## src/rtl/serial_frame_tx.sv

```systemverilog
`default_nettype none
// ============================================================================
// Module   : serial_frame_tx
// Purpose  : Sends a 3-bit header then a WIDTH-bit payload, MSB-first, with
//            a valid strobe and a one-cycle done pulse; all outputs registered.
// Revision : 1.0 - initial release
// ============================================================================
module serial_frame_tx #(
  parameter int         WIDTH = 8,
  parameter logic [2:0] HDR   = 3'b101
) (
  input  logic             clk,
  input  logic             reset,
  input  logic             start,
  input  logic             abort,
  input  logic [WIDTH-1:0] data_in,
  output logic             x_out,
  output logic             x_valid,
  output logic             busy,
  output logic             done
);

  // One down-counter serves both phases: header needs 2, payload needs WIDTH-1.
  localparam int                 c_CNT_W    = ($clog2(WIDTH) < 2) ? 2 : $clog2(WIDTH);
  localparam logic [c_CNT_W-1:0] c_ONE      = c_CNT_W'(1);
  localparam logic [c_CNT_W-1:0] c_HDR_TOP  = c_CNT_W'(2);
  localparam logic [c_CNT_W-1:0] c_LAST_BIT = c_CNT_W'(WIDTH - 1);

  typedef enum logic [1:0] {
    S_IDLE   = 2'd0,
    S_HEADER = 2'd1,
    S_DATA   = 2'd2,
    S_DONE   = 2'd3
  } state_t;

  state_t             r_state;
  logic [WIDTH-1:0]   r_shift;
  logic [c_CNT_W-1:0] r_cnt;
  logic               r_x_out;
  logic               r_x_valid;
  logic               r_busy;
  logic               r_done;

  logic [c_CNT_W-1:0] w_cnt_dec;
  logic [1:0]         w_hdr_idx;

  assign w_cnt_dec = r_cnt - c_ONE;
  assign w_hdr_idx = w_cnt_dec[1:0];

  assign x_out   = r_x_out;
  assign x_valid = r_x_valid;
  assign busy    = r_busy;
  assign done    = r_done;

  // Outputs are loaded with the values belonging to the state being entered.
  always_ff @(posedge clk or negedge reset) begin
    if (!reset) begin
      r_state   <= S_IDLE;
      r_shift   <= '0;
      r_cnt     <= '0;
      r_x_out   <= 1'b0;
      r_x_valid <= 1'b0;
      r_busy    <= 1'b0;
      r_done    <= 1'b0;
    end else if (r_state != S_IDLE && abort) begin
      r_state   <= S_IDLE;
      r_shift   <= '0;
      r_cnt     <= '0;
      r_x_out   <= 1'b0;
      r_x_valid <= 1'b0;
      r_busy    <= 1'b0;
      r_done    <= 1'b0;
    end else begin
      case (r_state)
        S_IDLE: begin
          if (start && !abort) begin
            r_state   <= S_HEADER;
            r_shift   <= data_in;
            r_cnt     <= c_HDR_TOP;
            r_x_out   <= HDR[2];
            r_x_valid <= 1'b1;
            r_busy    <= 1'b1;
          end
        end
        S_HEADER: begin
          if (r_cnt != '0) begin
            r_cnt   <= w_cnt_dec;
            r_x_out <= HDR[w_hdr_idx];
          end else begin
            r_state <= S_DATA;
            r_cnt   <= c_LAST_BIT;
            r_x_out <= r_shift[WIDTH-1];
          end
        end
        S_DATA: begin
          if (r_cnt != '0) begin
            r_cnt   <= w_cnt_dec;
            r_shift <= {r_shift[WIDTH-2:0], 1'b0};
            r_x_out <= r_shift[WIDTH-2];
          end else begin
            r_state   <= S_DONE;
            r_x_out   <= 1'b0;
            r_x_valid <= 1'b0;
            r_done    <= 1'b1;
          end
        end
        S_DONE: begin
          r_state <= S_IDLE;
          r_busy  <= 1'b0;
          r_done  <= 1'b0;
        end
        default: begin
          r_state   <= S_IDLE;
          r_x_out   <= 1'b0;
          r_x_valid <= 1'b0;
          r_busy    <= 1'b0;
          r_done    <= 1'b0;
        end
      endcase
    end
  end

endmodule
`default_nettype wire

```

## config.mk

```make
export PLATFORM = sky130hd
export DESIGN_NAME = serial_frame_tx
export DESIGN_NICKNAME = d
export VERILOG_FILES = /design/src/rtl/serial_frame_tx.sv
export SDC_FILE = /design/constraint.sdc
export NUM_CORES = 1
export LEC_CHECK = 0
export ABC_CLOCK_PERIOD_IN_PS = 2200
export BUFFER_PORTS_ARGS = -buffer_cell sky130_fd_sc_hd__buf_2
export CORE_MARGIN = 2
export CORE_UTILIZATION = 50
export DETAILED_ROUTE_END_ITERATION = 8
export PLACE_DENSITY = 0.82
export REMOVE_ABC_BUFFERS = 1
export SLEW_MARGIN = 5
export SYNTH_ARGS = -nofsm -noshare
export SYNTH_HDL_FRONTEND = slang
export SYNTH_SLANG_ARGS = --single-unit
```

## constraint.sdc

```tcl
create_clock -name clk -period 2.2 [get_ports clk]
set_input_delay 0.44 -clock clk [delete_from_list [all_inputs] [get_ports clk]]
set_output_delay 0.44 -clock clk [all_outputs]
set_load 0.03 [all_outputs]
```

* Word level (Yosys, flattened, before mapping)
Index checks and enable logic that the tools add are counted.
** Storage, ports and cells
- Bits in registers :: 17
- Logic and storage cells :: 62
- Input bits :: 12
** Cells by class
- Equality and inequality tests :: 7
- Reductions and logical operators :: 17
- Add/sub/neg operators :: 1
- Multiplexer cells :: 29
- $lt $le $gt $ge :: 1
** Operators by type and width (count)
- $mux 8 :: 3
- $pmux 8 s2 :: 1
- $mux 3 :: 4
- $ne 3x3->1 const B :: 4
- $reduce_and 3->1 :: 4
- $reduce_bool 3->1 :: 4
- $mux 1 :: 10
- $pmux 3 s3 :: 1
- $mux 2 :: 4
- $pmux 2 s4 :: 1
- $pmux 1 s2 :: 3
- $reduce_and 2->1 :: 3
- $eq 2x2->1 const B :: 2
- $reduce_bool 4->1 :: 1
- $lt 2x3->1 const B :: 1
- $pmux 1 s3 :: 1
- $sub 3x1->3 const B :: 1
- $bmux 1 s2 :: 1
- $eq 2x1->1 const B :: 1
- $logic_and 1x1->1 :: 2
- $logic_not 2->1 :: 1
- $reduce_bool 2->1 :: 1
- $logic_not 1->1 :: 1

* Longest topological paths before layout
Gate-level depths: netlist of the first run.
- Word-level depth :: 6
- Depth in mapped cells :: 8
- Gate-level depth less buffers :: 6

* Worst setup path before layout of the first run
OpenSTA, ideal clock, no wires.
- Kind :: reg2reg
- Start point :: register r_state[0]
- End point :: register r_cnt[0]
- Library setup time :: 0.125 ns
- Path buffers :: 1
- Arrival time :: 1.537 ns
- Cell stages (with the launch flop) :: 8
- Required time :: 2.075 ns
- Path slack :: 0.538 ns
- Path through :: dfrtp_1 inv_1 ha_1 buf_2 nand2b_1 o211ai_4 nand2_4 mux2_4
** On the way
- Longest elaborated chain between the ends :: 4
- Elaborated cells on any way between the ends :: 11
- Classes of those cells :: 4 x eq/ne; 2 x mux; 5 x reduce/logical
** Ends and longest elaborated chain
- start: declaration :: RTL line 36 : state_t r_state;
- start signal: assignment :: RTL line 58 : r_state <= S_IDLE;
- start signal: assignment :: RTL line 66 : r_state <= S_IDLE;
- start signal: assignment :: RTL line 77 : r_state <= S_HEADER;
- $reduce_bool 2->1 :: RTL line 65 : end else if (r_state != S_IDLE && abort) begin
- $logic_and 1x1->1 :: RTL line 65
- $ne 3x3->1 (no source line) / $reduce_bool 4->1 (equally long branches)
- $reduce_and 3->1 (no source line)
- end signal: assignment :: RTL line 79 : r_cnt <= c_HDR_TOP;
- end signal: assignment :: RTL line 87 : r_cnt <= w_cnt_dec;
- end signal: assignment :: RTL line 91 : r_cnt <= c_LAST_BIT;
- end: declaration :: RTL line 38 : logic [c_CNT_W-1:0] r_cnt;
Several ways; a longest one is shown, not always the timed one.
A chain may end at the register's enable or synchronous reset.

* Final worst setup path of the first run
- Start point :: register r_cnt[0]
- End point :: register r_shift[7]
** On the way
- Longest elaborated chain between the ends :: 3
** Ends and longest elaborated chain
- $reduce_bool 3->1 :: RTL line 96 : if (r_cnt != '0) begin
- $ne 3x3->1 (no source line)
- $reduce_and 3->1 (no source line)
- end signal: assignment :: RTL line 78 : r_shift <= data_in;
- end signal: assignment :: RTL line 98 : r_shift <= {r_shift[WIDTH-2:0], 1'b0};
- end: declaration :: RTL line 37 : logic [WIDTH-1:0] r_shift;
No other way between the ends.

==> flow_metrics.py, run 1 <==
metrics = {
    "die": {
        "core_area_um2": 2230,
        "die_w_um": 52.8,
        "initial_core_util_pct": 53.3,
        "rows": 17,
        "die_height_um": 52.8,
        "ios": 16,
        "dieArea_um2": 2790,
    },
    "sta": {
        "tightest_slew_ns": 0.460,
        "hold_viol": 0,
        "fin_crit_sh_pct": 84.9,
        "fin_setup_tns_ns": 0,
        "rsz0062_at_grt": "false",
        "fin_worst_skew_ns": 0.00335,
        "slew_headroom_pct": 68.7,
        "setup_violations": 0,
        "fmax_ghz": 0.536,
        "drv_slew": 0,
        "period_needed_ns": 1.87,
    },
    "global_route": {
        "grt_pass1_vias": 895,
        "grt_max_degree": 18,
        "overflow": 0,
        "grtUsageTotal_pct": 18.9,
        "grt_pass1_wl_mm": 3.81,
        "antenna_found_initial": 0,
    },
    "yosys": {
        "synth_ff_type": "dfrtp_1",
        "ys_warn_count": 0,
        "avgSynthCellArea_um2": 10.6,
        "yosys_register_bits": 17,
        "synth_area_leader_cell": "dfrtp_1",
        "synth_cells": 112,
        "yosysUniqueCellTypes": 38,
        "synth_edf_count": 0,
        "synthTopCellsByCount": "dfrtp_1, mux2_4, nor2_1, ha_1",
        "synth-seq-area-share_pct": 35.8,
        "synth_area_um2": 1190,
        "synthTopCellsByArea": "dfrtp_1, mux2_4, ha_1",
        "synth_top_area_share_pct": 35.8,
        "post-synth-top-count-cell": "dfrtp_1",
        "synthArstFlopShare_pct": 100,
    },
    "run": {
        "maxCapViolations": 0,
    },
    "cts": {
        "clk_path_buf_depth": 2,
        "postCtsSetupBuffers": 0,
        "cts_root_buf": "clkbuf_4",
        "cts_tree": "done",
        "cts_sinks": 17,
        "htree_levels": 1,
        "clock_latency_ns": 0.29,
        "cts_buffers": 3,
        "ctsHoldBuffers": 0,
        "cts_resized": 0,
        "cts.reportedPaths.clkPinSlew_ns": 0.10,
    },
    "detailed_routing": {
        "post_drt_via_cell_ratio": 5.65,
        "met1_length_mm": 1.09,
        "top_layer_used": "met4",
        "ant_nets": 0,
        "wl_met2_mm": 1.13,
        "drt_iter0_drc": 13,
        "dr.pass1.iters": 4,
        "wl_met3_um": 67,
        "wirelength_mm": 2.30,
        "drc_errors": 0,
        "dr_total_vias": 882,
        "wl_per_cell_um": 14.8,
    },
    "layout": {
        "drive_gt1_share_pct": 29.7,
        "fillers": 199,
        "regArea_um2": 425,
        "multi_input_area_um2": 707,
        "stdcell_area_um2": 1320,
        "antenna-diode-count": 0,
        "instances_no_fill": 156,
        "layout.nets": 149,
        "area_delta_synth_final_pct": 10.7,
    },
    "placed_design": {
        "dpl-instance-area_um2": 1290,
        "hpwl_mm": 1.71,
        "routabilityCongestion": 0.781,
        "io_buffers": 15,
        "placed_cells": 152,
    },
    "pwr": {
        "p_leak_nw": 0.653,
        "vdd_drop_max_mv": 0.857,
        "power_density_nw_per_um2": 1600,
        "fin_total_pwr_mw": 2.10,
    },
    "critical_path": {
        "crit_path_start_kind": "flip-flop",
        "cp_data_arrival_time_ns": 2.05,
        "critPathSlowestCell": "dfrtp_1",
        "crit_required_ns": 2.38,
        "reg2reg_setup_slack_ns": 0.33,
        "critPathCaptureType": "flip-flop",
        "crit_fanout": 8,
        "max_stage_delay_ns": 0.44,
        "path_class": "reg2reg",
        "path_cells": "inv_1 -> ha_1 -> nor2b_1 -> nand3_2 -> nand2_4 -> mux2_4",
    },
    "status": {
        "outcome": "complete, no violations",
    },
    "worst_hold_path": {
        "hold_class": "in2async",
    },
}
## worst max-delay path, delay by kind of cell, from the launching register on
family	cells	cell delay, ns
mux	1	0.32
buf+inv	1	0.10
simple gates	3	0.73
fa+ha+maj	1	0.17
flops	1	0.44
## state kept, by name, indices dropped and copies added, names as in the netlist
register / count
r_shift: 8
r_cnt: 3
r_state: 2
busy: 1
done: 1
x_out: 1
x_valid: 1
## layout make-up
cell class / instances / area share [%]
clock buffers: 4 / 1.99
inverters: 7 / 1.99
multi-input cells: 82 / 53.7
flip-flops and latches: 17 / 32.3
repair buffers: 18 / 7.41
well taps: 28 / 2.66
## worst paths after layout
path	end	start	cells past startpoint
max	r_shift[7]	r_cnt[0]	6
min	x_valid	reset	1
max reg2reg	r_shift[7]	r_cnt[0]	6
min reg2reg	busy	busy	1
max in group asynchronous	r_shift[3]	reset	1
min in group clk	x_valid	abort	2
## power by group
group | switching (mW) | internal [mW] | total (mW)
Combinational | 0.700 | 0.641 | 1.34
Sequential | 0.124 | 0.465 | 0.589
Clock | 0.100 | 0.0704 | 0.171
Total | 0.925 | 1.18 | 2.10
## through the flow
step                      hold slack [ns]  worst slack (ns)  utilization, %
final                              0.0510             0.333            59.0
after global routing               0.0602             0.226            59.0
after floorplan                     0.144             0.292               -
after global placement              0.380             0.444            57.8
after CTS                          0.0706             0.340            59.0
after detailed placement            0.387             0.371            57.8
## layout by cell type, fill, tap and decap left out, types with 2 or more instances in the layout
master	n
nand2b_1	3
o21ai_0	2
nor3_1	2
o22ai_1	2
nor3b_1	2
a21o_1	2
mux2_4	10
nor2_1	10
dfrtp_1	17
buf_4	3
a21oi_1	5
inv_1	7
mux2i_1	7
nor2b_1	2
nand2_1	6
ha_1	8
nand2_4	2
buf_2	15
clkbuf_4	3
## logic make-up after synthesis
group | after synthesis | share of synthesized area, %
AOI/OAI and AO/OA | 24 | 15.6
adders and majority gates | 8 | 8.41
buffers and inverters | 13 | 4.84
DFF | 17 | 35.8
muxes | 18 | 19.7
and+or+nand+nor | 32 | 15.8
## per-layer routing
layer	up-vias	track usage (%)
li1	426	-
met1	439	22.5
met2	15	32.3
met3	2	5.14
met4	0	6.84
met5	-	0
Note: power is estimated with default switching activity, not from simulation.
==> run 2, diff against run 1 <==
--- a/config.mk
+++ b/config.mk
@@ -5,12 +5,12 @@
 export SDC_FILE = /design/constraint.sdc
 export NUM_CORES = 1
 export LEC_CHECK = 0
-export ABC_CLOCK_PERIOD_IN_PS = 2200
+export ABC_CLOCK_PERIOD_IN_PS = 1600
 export BUFFER_PORTS_ARGS = -buffer_cell sky130_fd_sc_hd__buf_2
 export CORE_MARGIN = 2
 export CORE_UTILIZATION = 50
 export DETAILED_ROUTE_END_ITERATION = 8
-export PLACE_DENSITY = 0.82
+export PLACE_DENSITY = 0.85
 export REMOVE_ABC_BUFFERS = 1
 export SLEW_MARGIN = 5
 export SYNTH_ARGS = -nofsm -noshare
==> constraint.sdc (replaced) <==
create_clock -name clk -period 1.6 [get_ports clk]
set_input_delay 0.32 -clock clk [delete_from_list [all_inputs] [get_ports clk]]
set_output_delay 0.32 -clock clk [all_outputs]
set_load 0.03 [all_outputs]
==> run 2 against run 1 <==
  * The flow now finishes with violations (negative setup slack)
  * Fmax grew 12%
  * Routed wire length grew 36%
  * Sequential power grew 33%
  * Die area is the same
  * Critical endpoint is now r_cnt[0]
  * Register-to-register slack lost 0.40 ns
  * Combinational power grew 110%
  * First-iteration DRC count grew to 2.8 times the previous value
  * Clock power grew 33%
  * Utilization grew 14 points
  * Flip-flop and latch count is the same
  * Critical path depth grew 1
  * Power grew 84%
==> flow_metrics.py, run 2 (synthesis gave the netlist of run 1 again) <==
metrics = {
    "critical_path": {
        "crit_fanout": 4,
        "crit_path_start_kind": "flip-flop",
        "critPathCaptureType": "flip-flop",
        "crit_required_ns": 1.77,
        "path_class": "reg2reg",
        "cp_data_arrival_time_ns": 1.84,
    },
    "global_route": {
        "grt_pass1_vias": 1014,
        "grtUsageTotal_pct": 23.8,
        "grt_max_degree": 18,
        "overflow": 0,
        "antenna_found_initial": 0,
        "grt_pass1_wl_mm": 4.85,
    },
    "placed_design": {
        "placed_cells": 165,
        "routabilityCongestion": 0.866,
        "hpwl_mm": 1.99,
        "io_buffers": 15,
    },
    "sta": {
        "rsz0062_at_grt": "true",
        "setup_violations": 11,
        "period_needed_ns": 1.66,
        "slew_headroom_pct": 73.8,
        "drv_slew": 0,
        "fin_worst_skew_ns": 0.00123,
        "layout_setup_ws_ns": -0.0645,
        "hold_viol": 0,
        "fmax_ghz": 0.601,
        "tightest_slew_ns": 0.392,
        "fin_crit_sh_pct": 104,
    },
    "die": {
        "die_height_um": 52.8,
        "initial_core_util_pct": 53.3,
        "core_area_um2": 2230,
        "dieArea_um2": 2790,
        "ios": 16,
        "die_w_um": 52.8,
        "rows": 17,
    },
    "pwr": {
        "p_leak_nw": 0.796,
        "vdd_drop_max_mv": 1.51,
        "fin_total_pwr_mw": 3.87,
        "power_density_nw_per_um2": 2360,
    },
    "cts": {
        "clk_path_buf_depth": 2,
        "cts_tree": "done",
        "htree_levels": 1,
        "cts_root_buf": "clkbuf_4",
        "cts_sinks": 17,
        "cts_buffers": 3,
        "cts.reportedPaths.clkPinSlew_ns": 0.10,
        "clock_latency_ns": 0.28,
    },
    "status": {
        "outcome": "finished with violations",
        "failed_checks": "negative setup slack",
    },
    "layout": {
        "regMostFlops": "r_shift",
        "final_common_cell": "dfrtp_1",
        "instances_no_fill": 177,
        "antenna-diode-count": 0,
        "fillers": 146,
        "reg_top3": "r_shift x8, r_cnt x3, r_state x2",
        "final_cell_mix": "dfrtp_1, buf_2, buf_4, nor2_1, mux2_4",
        "largest_register_ffs": 8,
        "area_delta_synth_final_pct": 37.9,
        "drive_gt1_share_pct": 49.7,
        "layout.nets": 170,
    },
    "detailed_routing": {
        "drt_iter0_drc": 36,
        "post_drt_via_cell_ratio": 5.97,
        "dr.pass1.iters": 4,
        "dr_total_vias": 1056,
        "wirelength_mm": 3.12,
        "drc_errors": 0,
        "wl_per_cell_um": 17.6,
        "ant_nets": 0,
    },
    "run": {
        "maxCapViolations": 0,
    },
    "worst_hold_path": {
        "hold_class": "in2reg",
    },
}
[run 2: what timing repair did]
item	4_1_cts	5_1_grt
cloned	0	2
setup endpoints to repair	12	16
resized for setup	12	17
hold endpoints to repair	17	0
hold buffers	1	0
setup buffers	3	2
pin swaps	3	4
[run 2: layout make-up]
type	instances	area, um2	area share, %
multi-input cells	82	811	49.4
flip-flops and latches	17	425	25.9
repair buffers	39	317	19.3
well taps	28	35.0	2.14
clock buffers	4	26.3	1.60
inverters	7	26.3	1.60
[run 2: through the flow]
| stage | setup WS (ns) | cell area, um2 | utilization, % | hold WS, ns | setup TNS, ns |
|---|---|---|---|---|---|
| 5_1_grt | -0.0939 | 1640 | 73.4 | 0.397 | -0.842 |
| 4_1_cts | 0.00184 | 1520 | 67.9 | 0.343 | 0 |
| 6_report | -0.0645 | 1640 | 73.4 | 0.386 | -0.566 |
| 3_3_place_gp | 0.000689 | 1400 | 62.7 | 0.261 | 0 |
| 3_5_place_dp | -0.0784 | 1400 | 62.7 | 0.267 | -0.639 |
| 2_1_floorplan | -0.308 | 1160 | - | 0.0244 | -3.42 |
[run 2: power by group]
part,internal (mW),switching [mW]
clock network,0.0966,0.131
logic,1.51,1.36
registers,0.639,0.144
[run 2: worst max-delay path, cell delays in order, from the launching register on]
cell and delay [ns]:
dfrtp_1 0.40, inv_2 0.08, ha_4 0.19, nand2b_1 0.21, buf_4 0.19, o211ai_1 0.13, a21oi_1 0.07, mux2_4 0.28
[run 2: path summary, 6_finish.rpt]
kind / startpoint / endpoint / slack, ns / cells after the start
setup / recovery: r_state[0] / r_cnt[0] / -0.06 / 7
hold / removal: abort / x_valid / 0.39 / 2
setup reg to reg: r_state[0] / r_cnt[0] / -0.06 / 7
hold reg to reg: busy / busy / 0.52 / 1
max in group asynchronous: reset / r_shift[1] / 0.84 / 2
min in group asynchronous: reset / x_valid / 0.48 / 2
[run 2: per-layer routing]
layer	wire length (um)	vias to the layer above	share of wire, %	GRT usage, %
li1	-	473	-	-
met4	56	0	1.8	5.13
met5	0	-	0	0
met1	1230	531	40	30.7
met3	139	8	4.5	2.57
met2	1690	44	54	42.5
==> run 3, diff against run 2 <==
--- a/config.mk
+++ b/config.mk
@@ -5,12 +5,14 @@
 export SDC_FILE = /design/constraint.sdc
 export NUM_CORES = 1
 export LEC_CHECK = 0
+export ABC_AREA = 1
 export ABC_CLOCK_PERIOD_IN_PS = 1600
 export BUFFER_PORTS_ARGS = -buffer_cell sky130_fd_sc_hd__buf_2
 export CORE_MARGIN = 2
 export CORE_UTILIZATION = 50
 export DETAILED_ROUTE_END_ITERATION = 8
-export PLACE_DENSITY = 0.85
+export MAX_ROUTING_LAYER = met4
+export PLACE_DENSITY = 0.84
 export REMOVE_ABC_BUFFERS = 1
 export SLEW_MARGIN = 5
 export SYNTH_ARGS = -nofsm -noshare
==> run 3 against run 2 <==
  * The run now ends clean
  * Final cell count grew 23%
  * Worst setup slack better by 0.19 ns
  * Die area is 0.66% higher
  * First-iteration DRC count is 42% lower
  * Flip-flop and latch count unchanged
  * Fmax grew 13%
  * Routed wire length fell by 18%
  * Critical path type unchanged
  * Critical endpoint is now r_state[1]
  * Highest routed layer unchanged
==> flow_metrics.py, run 3 <==
metrics = {
    "layout": {
        "multi_input_area_um2": 716,
        "regArea_um2": 425,
        "reg_top3": "r_shift x8, r_cnt x3, r_state x2",
        "final_common_cell": "nand2_1",
        "drive_gt1_share_pct": 27.9,
        "area_delta_synth_final_pct": 17.2,
        "final_cell_mix": "nand2_1, dfrtp_1, nor2_1, buf_2, inv_1",
        "regMostFlops": "r_shift",
        "largest_register_ffs": 8,
        "layout.nets": 211,
        "instances_no_fill": 218,
        "fillers": 201,
        "antenna-diode-count": 0,
    },
    "global_route": {
        "grt_pass1_wl_mm": 4.05,
        "met3_usage_pct": 3.39,
        "grt_util_met2_pct": 33.3,
        "globalRoute.busiestLayer": "met2",
        "antenna_found_initial": 0,
        "grt_pass1_vias": 958,
        "grt_max_degree": 18,
        "met1_usage_pct": 25.0,
        "overflow": 0,
        "grtUsageTotal_pct": 20.1,
    },
    "yosys": {
        "yosysUniqueCellTypes": 20,
        "synth_edf_count": 0,
        "yosys_register_bits": 17,
        "synth-seq-area-share_pct": 35.5,
        "ys_warn_count": 0,
        "synthTopCellsByArea": "dfrtp_1, nand2_1, ha_1",
        "post-synth-top-count-cell": "nand2_1",
        "synth_area_leader_cell": "dfrtp_1",
        "synth_area_um2": 1200,
        "avgSynthCellArea_um2": 7.22,
        "synth_ff_type": "dfrtp_1",
        "synth_cells": 166,
        "synthTopCellsByCount": "nand2_1, dfrtp_1, nor2_1, inv_1, o21ai_2",
        "synth_top_area_share_pct": 35.5,
        "synthArstFlopShare_pct": 100,
    },
    "sta": {
        "period_needed_ns": 1.48,
        "layout_setup_ws_ns": 0.125,
        "rsz0062_at_grt": "false",
        "fin_worst_skew_ns": 0.00204,
        "fin_setup_tns_ns": 0,
        "fin_crit_sh_pct": 92.2,
        "hold_viol": 0,
        "fmax_ghz": 0.678,
        "slew_headroom_pct": 74.1,
        "drv_slew": 0,
        "tightest_slew_ns": 0.388,
        "setup_violations": 0,
        "timing.hold.ws_ns": 0.296,
    },
    "worst_hold_path": {
        "hold_class": "in2reg",
        "hold_path_depth": 3,
    },
    "detailed_routing": {
        "drc_errors": 0,
        "ant_nets": 0,
        "wirelength_mm": 2.57,
        "drt_iter0_drc": 21,
        "post_drt_via_cell_ratio": 5.11,
        "dr.pass1.iters": 4,
        "wl_per_cell_um": 11.8,
        "dr_total_vias": 1114,
    },
    "die": {
        "rows": 17,
        "dieArea_um2": 2800,
        "ios": 16,
        "die_height_um": 53.0,
        "core_area_um2": 2230,
        "die_w_um": 53.0,
        "initial_core_util_pct": 53.7,
    },
    "run": {
        "maxCapViolations": 0,
    },
    "critical_path": {
        "path_class": "reg2reg",
        "crit_path_start_kind": "flip-flop",
        "critPathSlowestCell": "dfrtp_1",
        "ff2ff_path_depth": 8,
        "crit_fanout": 10,
        "crit_required_ns": 1.80,
        "max_stage_delay_ns": 0.42,
        "critPathCaptureType": "flip-flop",
        "path_cells": "inv_1 -> ha_4 -> inv_2 -> nand2_2 -> buf_4 -> o211ai_2 -> nand3_1 -> nand2_1",
        "cp_data_arrival_time_ns": 1.67,
    },
    "cts": {
        "clock_latency_ns": 0.30,
        "cts_sinks": 17,
        "cts.reportedPaths.clkPinSlew_ns": 0.10,
        "cts_root_buf": "clkbuf_4",
        "htree_levels": 1,
        "cts_tree": "done",
        "clk_path_buf_depth": 2,
        "cts_buffers": 3,
    },
    "placed_design": {
        "io_buffers": 15,
        "hpwl_mm": 1.86,
        "placed_cells": 211,
        "post-place-ws_ns": 0.0456,
        "routabilityCongestion": 0.891,
    },
    "pwr": {
        "internal_power_mw": 1.46,
        "swShare_pct": 51.7,
        "p_comb_share_pct": 67.3,
        "p_switching_mw": 1.56,
        "power.clock.fraction_pct": 7.9,
        "p_seq_share_pct": 24.8,
        "p_leak_nw": 0.794,
        "power_density_nw_per_um2": 2140,
        "vdd_drop_max_mv": 1.20,
    },
    "status": {
        "outcome": "complete, no violations",
    },
}
==> run 3: changes by cell type after synthesis, sizes merged, moves of 3 or more <==
cell	delta
nand3	+9
inv	+12
a21oi	-5
nand2b	-3
mux2	-10
nand2	+67
mux2i	-8
nor2	+7
o21ai	+9
==> run 3: power groups by stage <==
stage / Sequential, mW / Combinational (mW) / Clock, mW
after global routing: 0.770 / 2.25 / 0.260
after detailed placement: 0.758 / 1.83 / 0
after floorplan: 0.837 / 1.31 / 0
after global placement: 0.743 / 1.77 / 0
after CTS: 0.750 / 1.83 / 0.250
final: 0.748 / 2.03 / 0.238
==> run 3: final cells by class <==
cell class,count,area share (%)
multi-input cells,128,50.9
flip-flops and latches,17,30.3
repair buffers,22,9.26
inverters,19,5.08
well taps,28,2.49
clock buffers,3,1.60
clock inverters,1,0.356
==> run 3: metrics by stage <==
stage	util [%]	total power, mW	cell area [um2]
5_1_grt	62.9	3.28	1410
3_3_place_gp	58.8	2.51	1310
4_1_cts	60.4	2.83	1350
3_5_place_dp	58.8	2.58	1310
2_1_floorplan	-	2.15	1160
6_report	62.9	3.01	1410
==> run 3: critical path: cells and delay by family, from the launching register on <==
kind	cells	cell delay (ns)
buffers and inverters	3	0.39
AND/OR/NAND/NOR	3	0.24
adder cells (fa/ha/maj)	1	0.19
flip-flops	1	0.42
AO/OA/AOI/OAI	1	0.13
==> run 3: worst paths after layout <==
path / startpoint / to / slack, ns
max: r_state[1] / r_state[1] / 0.12
min reg2reg: x_valid / x_valid / 0.48
min: data_in[0] / r_shift[0] / 0.30
max in group asynchronous: reset / r_shift[5] / 0.86
max reg2reg: r_state[1] / r_state[1] / 0.12
min in group asynchronous: reset / x_valid / 0.46
==> run 3: what timing repair did <==
| action | CTS | global route |
|---|---|---|
| setup endpoints to repair | 0 | 16 |
| setup buffers | 0 | 1 |
| endpoints found under the hold margin | 17 | 0 |
| hold buffers | 1 | 0 |
| resized for setup | 0 | 8 |
==> run 3: cell families after synthesis <==
group           Yosys count  share of synthesized area (%)
flops                    17                           35.5
compound gates           14                           9.29
fa+ha+maj                 8                           8.35
simple gates            105                           38.1
buf+inv                  22                           8.77
==> run 3: routing by layer <==
layer / vias up / part of all wire, %
li1: 563 / -
met1: 516 / 44
met2: 28 / 49
met3: 7 / 5.0
met4: 0 / 2.0
met5: - / 0
